===== src/rtl/segment_stepper.sv =====
// Segment FIFO reader: pops 4-byte motion records and plays each one out as a
// train of fixed-width step pulses with a direction level.
module segment_stepper #(
  parameter int WORD_SIZE    = 8,
  parameter int RECORD_WORDS = 4,
  parameter int PULSE_WIDTH  = 16
) (
  input  logic                 clk,
  input  logic                 reset,
  input  logic                 enable,
  input  logic                 fifo_empty,
  input  logic [WORD_SIZE-1:0] fifo_data,
  output logic                 fifo_read_en,
  output logic                 step,
  output logic                 dir,
  output logic                 busy,
  output logic [7:0]           segment_count
);

  localparam logic [15:0] MIN_PERIOD = 16'(2 * PULSE_WIDTH);
  localparam logic [15:0] PW         = 16'(PULSE_WIDTH);
  localparam logic [1:0]  LAST_IDX   = 2'(RECORD_WORDS - 1);

  typedef enum logic [2:0] {IDLE, REQ, CAP, LOAD, RUN, NEXT} state_t;

  state_t               state_q, state_d;
  logic [1:0]           idx_q, idx_d;
  logic [WORD_SIZE-1:0] b0_q, b0_d, b1_q, b1_d, b2_q, b2_d, b3_q, b3_d;
  logic [14:0]          steps_left_q, steps_left_d;
  logic [15:0]          cnt_q, cnt_d;
  logic [15:0]          eff_q, eff_d;
  logic                 step_q, step_d;
  logic                 dir_q, dir_d;
  logic [7:0]           seg_q, seg_d;

  // Pulses need a low phase at least as long as the high phase.
  function automatic logic [15:0] eff_period(input logic [15:0] p);
    return (p < MIN_PERIOD) ? MIN_PERIOD : p;
  endfunction

  always_ff @(posedge clk or posedge reset) begin
    if (reset) begin
      state_q      <= IDLE;
      idx_q        <= '0;
      b0_q         <= '0;
      b1_q         <= '0;
      b2_q         <= '0;
      b3_q         <= '0;
      steps_left_q <= '0;
      cnt_q        <= '0;
      eff_q        <= '0;
      step_q       <= 1'b0;
      dir_q        <= 1'b0;
      seg_q        <= '0;
    end else begin
      state_q      <= state_d;
      idx_q        <= idx_d;
      b0_q         <= b0_d;
      b1_q         <= b1_d;
      b2_q         <= b2_d;
      b3_q         <= b3_d;
      steps_left_q <= steps_left_d;
      cnt_q        <= cnt_d;
      eff_q        <= eff_d;
      step_q       <= step_d;
      dir_q        <= dir_d;
      seg_q        <= seg_d;
    end
  end

  always_comb begin
    state_d      = state_q;
    idx_d        = idx_q;
    b0_d         = b0_q;
    b1_d         = b1_q;
    b2_d         = b2_q;
    b3_d         = b3_q;
    steps_left_d = steps_left_q;
    cnt_d        = cnt_q;
    eff_d        = eff_q;
    dir_d        = dir_q;
    seg_d        = seg_q;
    fifo_read_en = 1'b0;
    // Registered: high on the cycles following RUN counts 0..PULSE_WIDTH-1.
    step_d       = (state_q == RUN) && (cnt_q < PW);

    unique case (state_q)
      IDLE: begin
        if (enable && !fifo_empty) begin
          state_d = REQ;
          idx_d   = '0;
        end
      end
      REQ: begin
        if (!fifo_empty) begin
          fifo_read_en = 1'b1;
          state_d      = CAP;
        end
      end
      CAP: begin
        unique case (idx_q)
          2'd0: b0_d = fifo_data;
          2'd1: begin
            b1_d  = fifo_data;
            dir_d = fifo_data[WORD_SIZE-1];
          end
          2'd2: b2_d = fifo_data;
          default: b3_d = fifo_data;
        endcase
        idx_d   = idx_q + 2'd1;
        state_d = (idx_q == LAST_IDX) ? LOAD : REQ;
      end
      LOAD: begin
        seg_d        = seg_q + 8'd1;
        steps_left_d = {b1_q[6:0], b0_q};
        cnt_d        = '0;
        eff_d        = eff_period({b3_q, b2_q});
        state_d      = ({b1_q[6:0], b0_q} == 15'd0) ? NEXT : RUN;
      end
      RUN: begin
        if (cnt_q == eff_q - 16'd1) begin
          cnt_d        = '0;
          steps_left_d = steps_left_q - 15'd1;
          if (steps_left_q == 15'd1) state_d = NEXT;
        end else begin
          cnt_d = cnt_q + 16'd1;
        end
      end
      NEXT: begin
        if (enable && !fifo_empty) begin
          state_d = REQ;
          idx_d   = '0;
        end else begin
          state_d = IDLE;
        end
      end
      default: state_d = IDLE;
    endcase
  end

  assign step          = step_q;
  assign dir           = dir_q;
  assign busy          = (state_q != IDLE);
  assign segment_count = seg_q;

endmodule


===== config.mk =====
export PLATFORM = sky130hd
export DESIGN_NAME = segment_stepper
export DESIGN_NICKNAME = d
export VERILOG_FILES = /design/src/rtl/segment_stepper.sv
export SDC_FILE = /design/constraint.sdc
export NUM_CORES = 1
export LEC_CHECK = 0
export CELL_PAD_IN_SITES_DETAIL_PLACEMENT = 0
export CELL_PAD_IN_SITES_GLOBAL_PLACEMENT = 1
export CORE_ASPECT_RATIO = 1.25
export CORE_MARGIN = 2
export CORE_UTILIZATION = 52
export CTS_CLUSTER_DIAMETER = 40
export CTS_CLUSTER_SIZE = 24
export DETAILED_ROUTE_END_ITERATION = 12
export GPL_ROUTABILITY_DRIVEN = 0
export PLACE_DENSITY_LB_ADDON = 0.3
export SKIP_LAST_GASP = 1
export SLEW_MARGIN = 20
export SYNTH_ARGS = -nofsm -noshare
export SYNTH_HDL_FRONTEND = slang
export SYNTH_SLANG_ARGS = --single-unit

===== constraint.sdc =====
create_clock -name clk -period 7.3 [get_ports clk]
set_input_delay 1.46 -clock clk [delete_from_list [all_inputs] [get_ports clk]]
set_output_delay 1.46 -clock clk [all_outputs]
set_load 0.01 [all_outputs]

== After elaboration in Yosys (flattened, before gate mapping) ==
Index checks and enable logic that the tools add are counted.
Word-level totals
  RAM bits: 0
  output and inout bits: 12
  input port bits: 12
  bits in registers: 93
  word-level logic and storage cells: 70
  memory bits (read-only): 0
  memories kept: 0
  bits in latches: 0
Operators by class
  divide/modulo/power cells: 0
  reductions and logical operators: 18
  shift-type cells: 0
  multiplexer cells: 17
  magnitude comparators: 2
  equality and inequality tests: 15
  bitwise operators: 1
  multipliers: 0
  add/subtract/negate cells: 5
Operators with widths (number)
  2-to-1 mux 16 bit: 2
  one-hot mux 16 bit (2 select lines): 1
  one-hot mux 15 bit (2 select lines): 1
  one-hot mux 3 bit (6 select lines): 1
  adder 16 x 1 -> 16 bit (second input constant): 1
  == test 16 bit: 1
  < comparator 16 x 5 -> 1 bit (second input constant): 1
  < comparator 16 x 6 -> 1 bit (second input constant): 1
  subtractor 16 x 1 -> 16 bit (second input constant): 1
  == test 15 x 1 -> 1 bit (second input constant): 1
  zero test 15 bit: 1
  2-to-1 mux 15 bit: 1
  subtractor 15 x 1 -> 15 bit (second input constant): 1
  2-to-1 mux 3 bit: 4
  AND reduction 2 bit: 6
  adder 8 x 1 -> 8 bit (second input constant): 1
  == test 3 x 2 -> 1 bit (second input constant): 2
  == test 3 bit (second input constant): 2
  inequality test 2 x 1 -> 1 bit (second input constant): 3
  == test 2 bit (second input constant): 2
  2-to-1 mux 1 bit: 4
  2-to-1 mux 2 bit: 2
  inequality test 2 bit (second input constant): 2
  one-hot mux 2 bit (2 select lines): 1
  13 further kinds: 15

== Depth between registers and ports, before layout ==
  depth after elaboration: 4
  mapped depth: 10

== Least setup slack after synthesis ==
No wires, ideal clock.
  path type: input to output
  start point: input fifo_empty
  end point: output fifo_read_en
  data required time: 5.840 ns
  data arrival time: 1.750 ns
  cell stages on the path: 1
  path slack: 4.090 ns
  buffers on the path: 0
  path through: nor3_1
On the way
  cells in the longest elaborated chain, start to end: 2
RTL lines
  start, declared: RTL line 11  | input logic fifo_empty,
  2-to-1 mux 1 bit: RTL line 95  | if (!fifo_empty) begin
  2-to-1 mux 1 bit: RTL line 87  | unique case (state_q)
  end, declared: RTL line 13  | output logic fifo_read_en,
Every way passes these cells.

== Worst setup path in the final report ==
Ends and elaborated chain as after synthesis.

==> impl_metrics.json <==
{
  "status": "finished clean",
  "setup_tns_ns": 0,
  "setup_ws_ns": 3.22,
  "postCtsHoldBufs": 0,
  "post-cts-setup-buffers": 0,
  "p_per_area_nw_per_um2": 408,
  "drive_above_1_share": 0.120,
  "min_path_type": "reg -> reg",
  "synth_edf_count": 0,
  "final_nets": 534,
  "cap_violations": 0,
  "swShare": 0.398,
  "setup_viol": 0,
  "yosysMostFrequentCell": "dfrtp_1",
  "worstPathMaxFanout": 2,
  "endpoint_kind": "primary output",
  "p_leak_nw": 2.34,
  "rsz0062_at_grt": "false",
  "wl_per_cell_um": 18.7,
  "yosysWarningCount": 0,
  "row_count": 40,
  "synthToLayoutAreaGrowth_pct": 12.5,
  "fin_crit_ns": 4.08,
  "io_buffers": 23,
  "max_clock_freq_mhz": 245,
  "pre_cts_slack_ns": 3.21,
  "power.share.clock": 0.209,
  "synth_top_area_share": 0.465,
  "routed_wl_um": 12000,
  "syn_area_per_cell_um2": 10.0,
  "synth_flop_cell": "dfrtp_1",
  "grt_start_max_net_pins": 82,
  "fill_cells": 849,
  "drc_errors": 0,
  "synthTopCellsByArea": "dfrtp_1 47%, mux2_2 7.0%, nand2_1 5.0%",
  "regArea_um2": 2330,
  "fin_crit_sh": 0.560,
  "start_kind": "primary input",
  "clock_path_buffers": 2,
  "tightest_slew_ns": 0.898,
  "grt_pass1_wl_um": 20000,
  "crit_type": "in -> out",
  "path_cells": "clkdlybuf4s50_1, nor3_1, clkdlybuf4s50_1",
  "pwr-share-seq": 0.412,
  "cpMostUsedCell": "clkdlybuf4s50_1",
  "ant_nets": 0,
  "core_um2": 9510,
  "synthArstFlopShare": 1.00,
  "syn-num-nets": 520,
  "synthCells": 498,
  "synth.distinct_cells": 63,
  "grt_use_total": 0.243,
  "cts_tree": "yes",
  "post_cts_resized": 0,
  "netlist_area_um2": 5000,
  "p_sw_mw": 0.914,
  "comb_power_share": 0.378,
  "cts_made_buffers": 9,
  "synth_area_leader_cell": "dfrtp_1",
  "grt_pass1_vias": 3996,
  "finClkSkew_ns": 0.00872,
  "multiInputGateArea_um2": 2490,
  "relSlewSlack": 0.399,
  "worstPathRequired_ns": 5.84,
  "start_util": 0.526,
  "die_area_um2": 10400,
  "finalHoldViolCount": 0,
  "synth_commonest_cells": "93 x dfrtp_1, 66 x nand2_1, 31 x mux2_2, 22 x inv_1, 20 x nor2_1",
  "ir_worst_vdd_mv": 0.215,
  "cts.htree.levels": 3,
  "initialDrtViolationCount": 301,
  "die_h_um": 114,
  "dp_hpwl_um": 8460,
  "vias_per_cell": 6.18,
  "cts_sinks": 93,
  "synth-seq-cells": 93,
  "antenna_found_initial": 0,
  "cts_root_buf": "clkbuf_16",
  "grt_remaining_overflow": 0,
  "num_antenna_cells": 0,
  "synth-seq-area-share": 0.465,
  "clk_latency_ns": 0.34,
  "maxSlewViolCount": 0,
  "power.internal_mw": 1.39,
  "die_w_um": 91.7,
  "max_stage_delay_ns": 0.57,
  "ios": 24,
  "via_count": 3975,
  "cp.arrival_ns": 2.62,
  "first_pass_iters": 4,
  "cpMaxStageDelayCell": "clkdlybuf4s50_1",
  "path_clk_slew_ns": 0.07
}
critical path: cells and delay by family:
family / cells / cell delay, ns
buffers and inverters: 2 / 0.99
and+or+nand+nor: 1 / 0.18
final cells by class:
type	instances	area share
repair buffers	27	0.0469
clock buffers	10	0.0407
clock inverters	6	0.0136
flip-flops and latches	93	0.413
well taps	126	0.0280
multi-input cells	359	0.443
inverters	22	0.0149
per-layer routing:
| metal | vias to the layer above | global-route usage | part of all wire |
|---|---|---|---|
| met3 | 25 | 0.0363 | 0.030 |
| met4 | 0 | 0.0985 | 0.028 |
| met1 | 1966 | 0.303 | 0.43 |
| met5 | - | 0 | 0 |
| li1 | 1882 | - | - |
| met2 | 102 | 0.426 | 0.52 |
sequential cells by signal (all words and copies together) (netlist names):
signal	flops
cnt_q	16
steps_left_q	15
idx_q	2
state_q	3
b2_q	8
eff_q	16
step	1
b0_q	8
dir	1
segment_count	8
b1_q	7
b3_q	8
layout by cell type (no fill, tap or decap), drive strengths merged, types with 5 or more instances in the layout:
cell	n
nor2	20
a41oi	9
o31a	5
xor2	9
o32ai	11
and3	8
o21a	9
mux2	32
nor4	19
clkdlybuf4s50	23
xnor2	18
ha	10
inv	25
nand4	13
a21oi	6
nand2	66
clkbuf	10
nand3	17
dfrtp	93
nor3b	5
nor3	16
a31oi	7
or4	6
o21ai	21
worst paths after layout:
path	endpoint	cells after the start	from	slack, ns
setup / recovery	fifo_read_en	3	fifo_empty	3.22
hold / removal	segment_count[7]	1	segment_count[7]	0.47
setup reg to reg	cnt_q[8]	7	eff_q[5]	3.79
hold reg to reg	segment_count[7]	1	segment_count[7]	0.47
max in group asynchronous	b2_q[4]	3	reset	4.98
min in group asynchronous	cnt_q[3]	2	reset	1.36
logic make-up (layout without fill, tap and decap cells):
group / after synthesis / after routing / share of synthesized area
flip-flops: 93 / 93 / 0.465
AO/OA/AOI/OAI: 98 / 98 / 0.153
XOR/XNOR: 27 / 27 / 0.0473
multiplexers: 36 / 36 / 0.0800
AND/OR/NAND/NOR: 188 / 188 / 0.192
adder cells (fa/ha/maj): 10 / 10 / 0.0250
buffers and inverters: 46 / 65 / 0.0370
power groups by stage:
stage / registers (mW) / logic [mW] / clock network, mW
after global placement: 0.944 / 0.837 / 0
final: 0.948 / 0.869 / 0.482
after detailed placement: 0.952 / 0.860 / 0
after CTS: 0.945 / 0.868 / 0.486
after global routing: 0.977 / 0.962 / 0.508
after floorplan: 0.873 / 0.679 / 0
stage by stage:
| stage | power (mW) | util | area [um2] | hold slack [ns] | std cells |
|---|---|---|---|---|---|
| 3_5_place_dp | 1.81 | 0.559 | 5320 | 0.466 | 627 |
| 6_report | 2.30 | 0.592 | 5630 | 0.471 | 643 |
| 2_1_floorplan | 1.55 | - | 5000 | 0.446 | 498 |
| 5_1_grt | 2.45 | 0.592 | 5630 | 0.501 | 643 |
| 4_1_cts | 2.30 | 0.592 | 5630 | 0.480 | 643 |
| 3_3_place_gp | 1.78 | 0.559 | 5320 | 0.458 | 627 |
(Power assumes the default switching activity.)
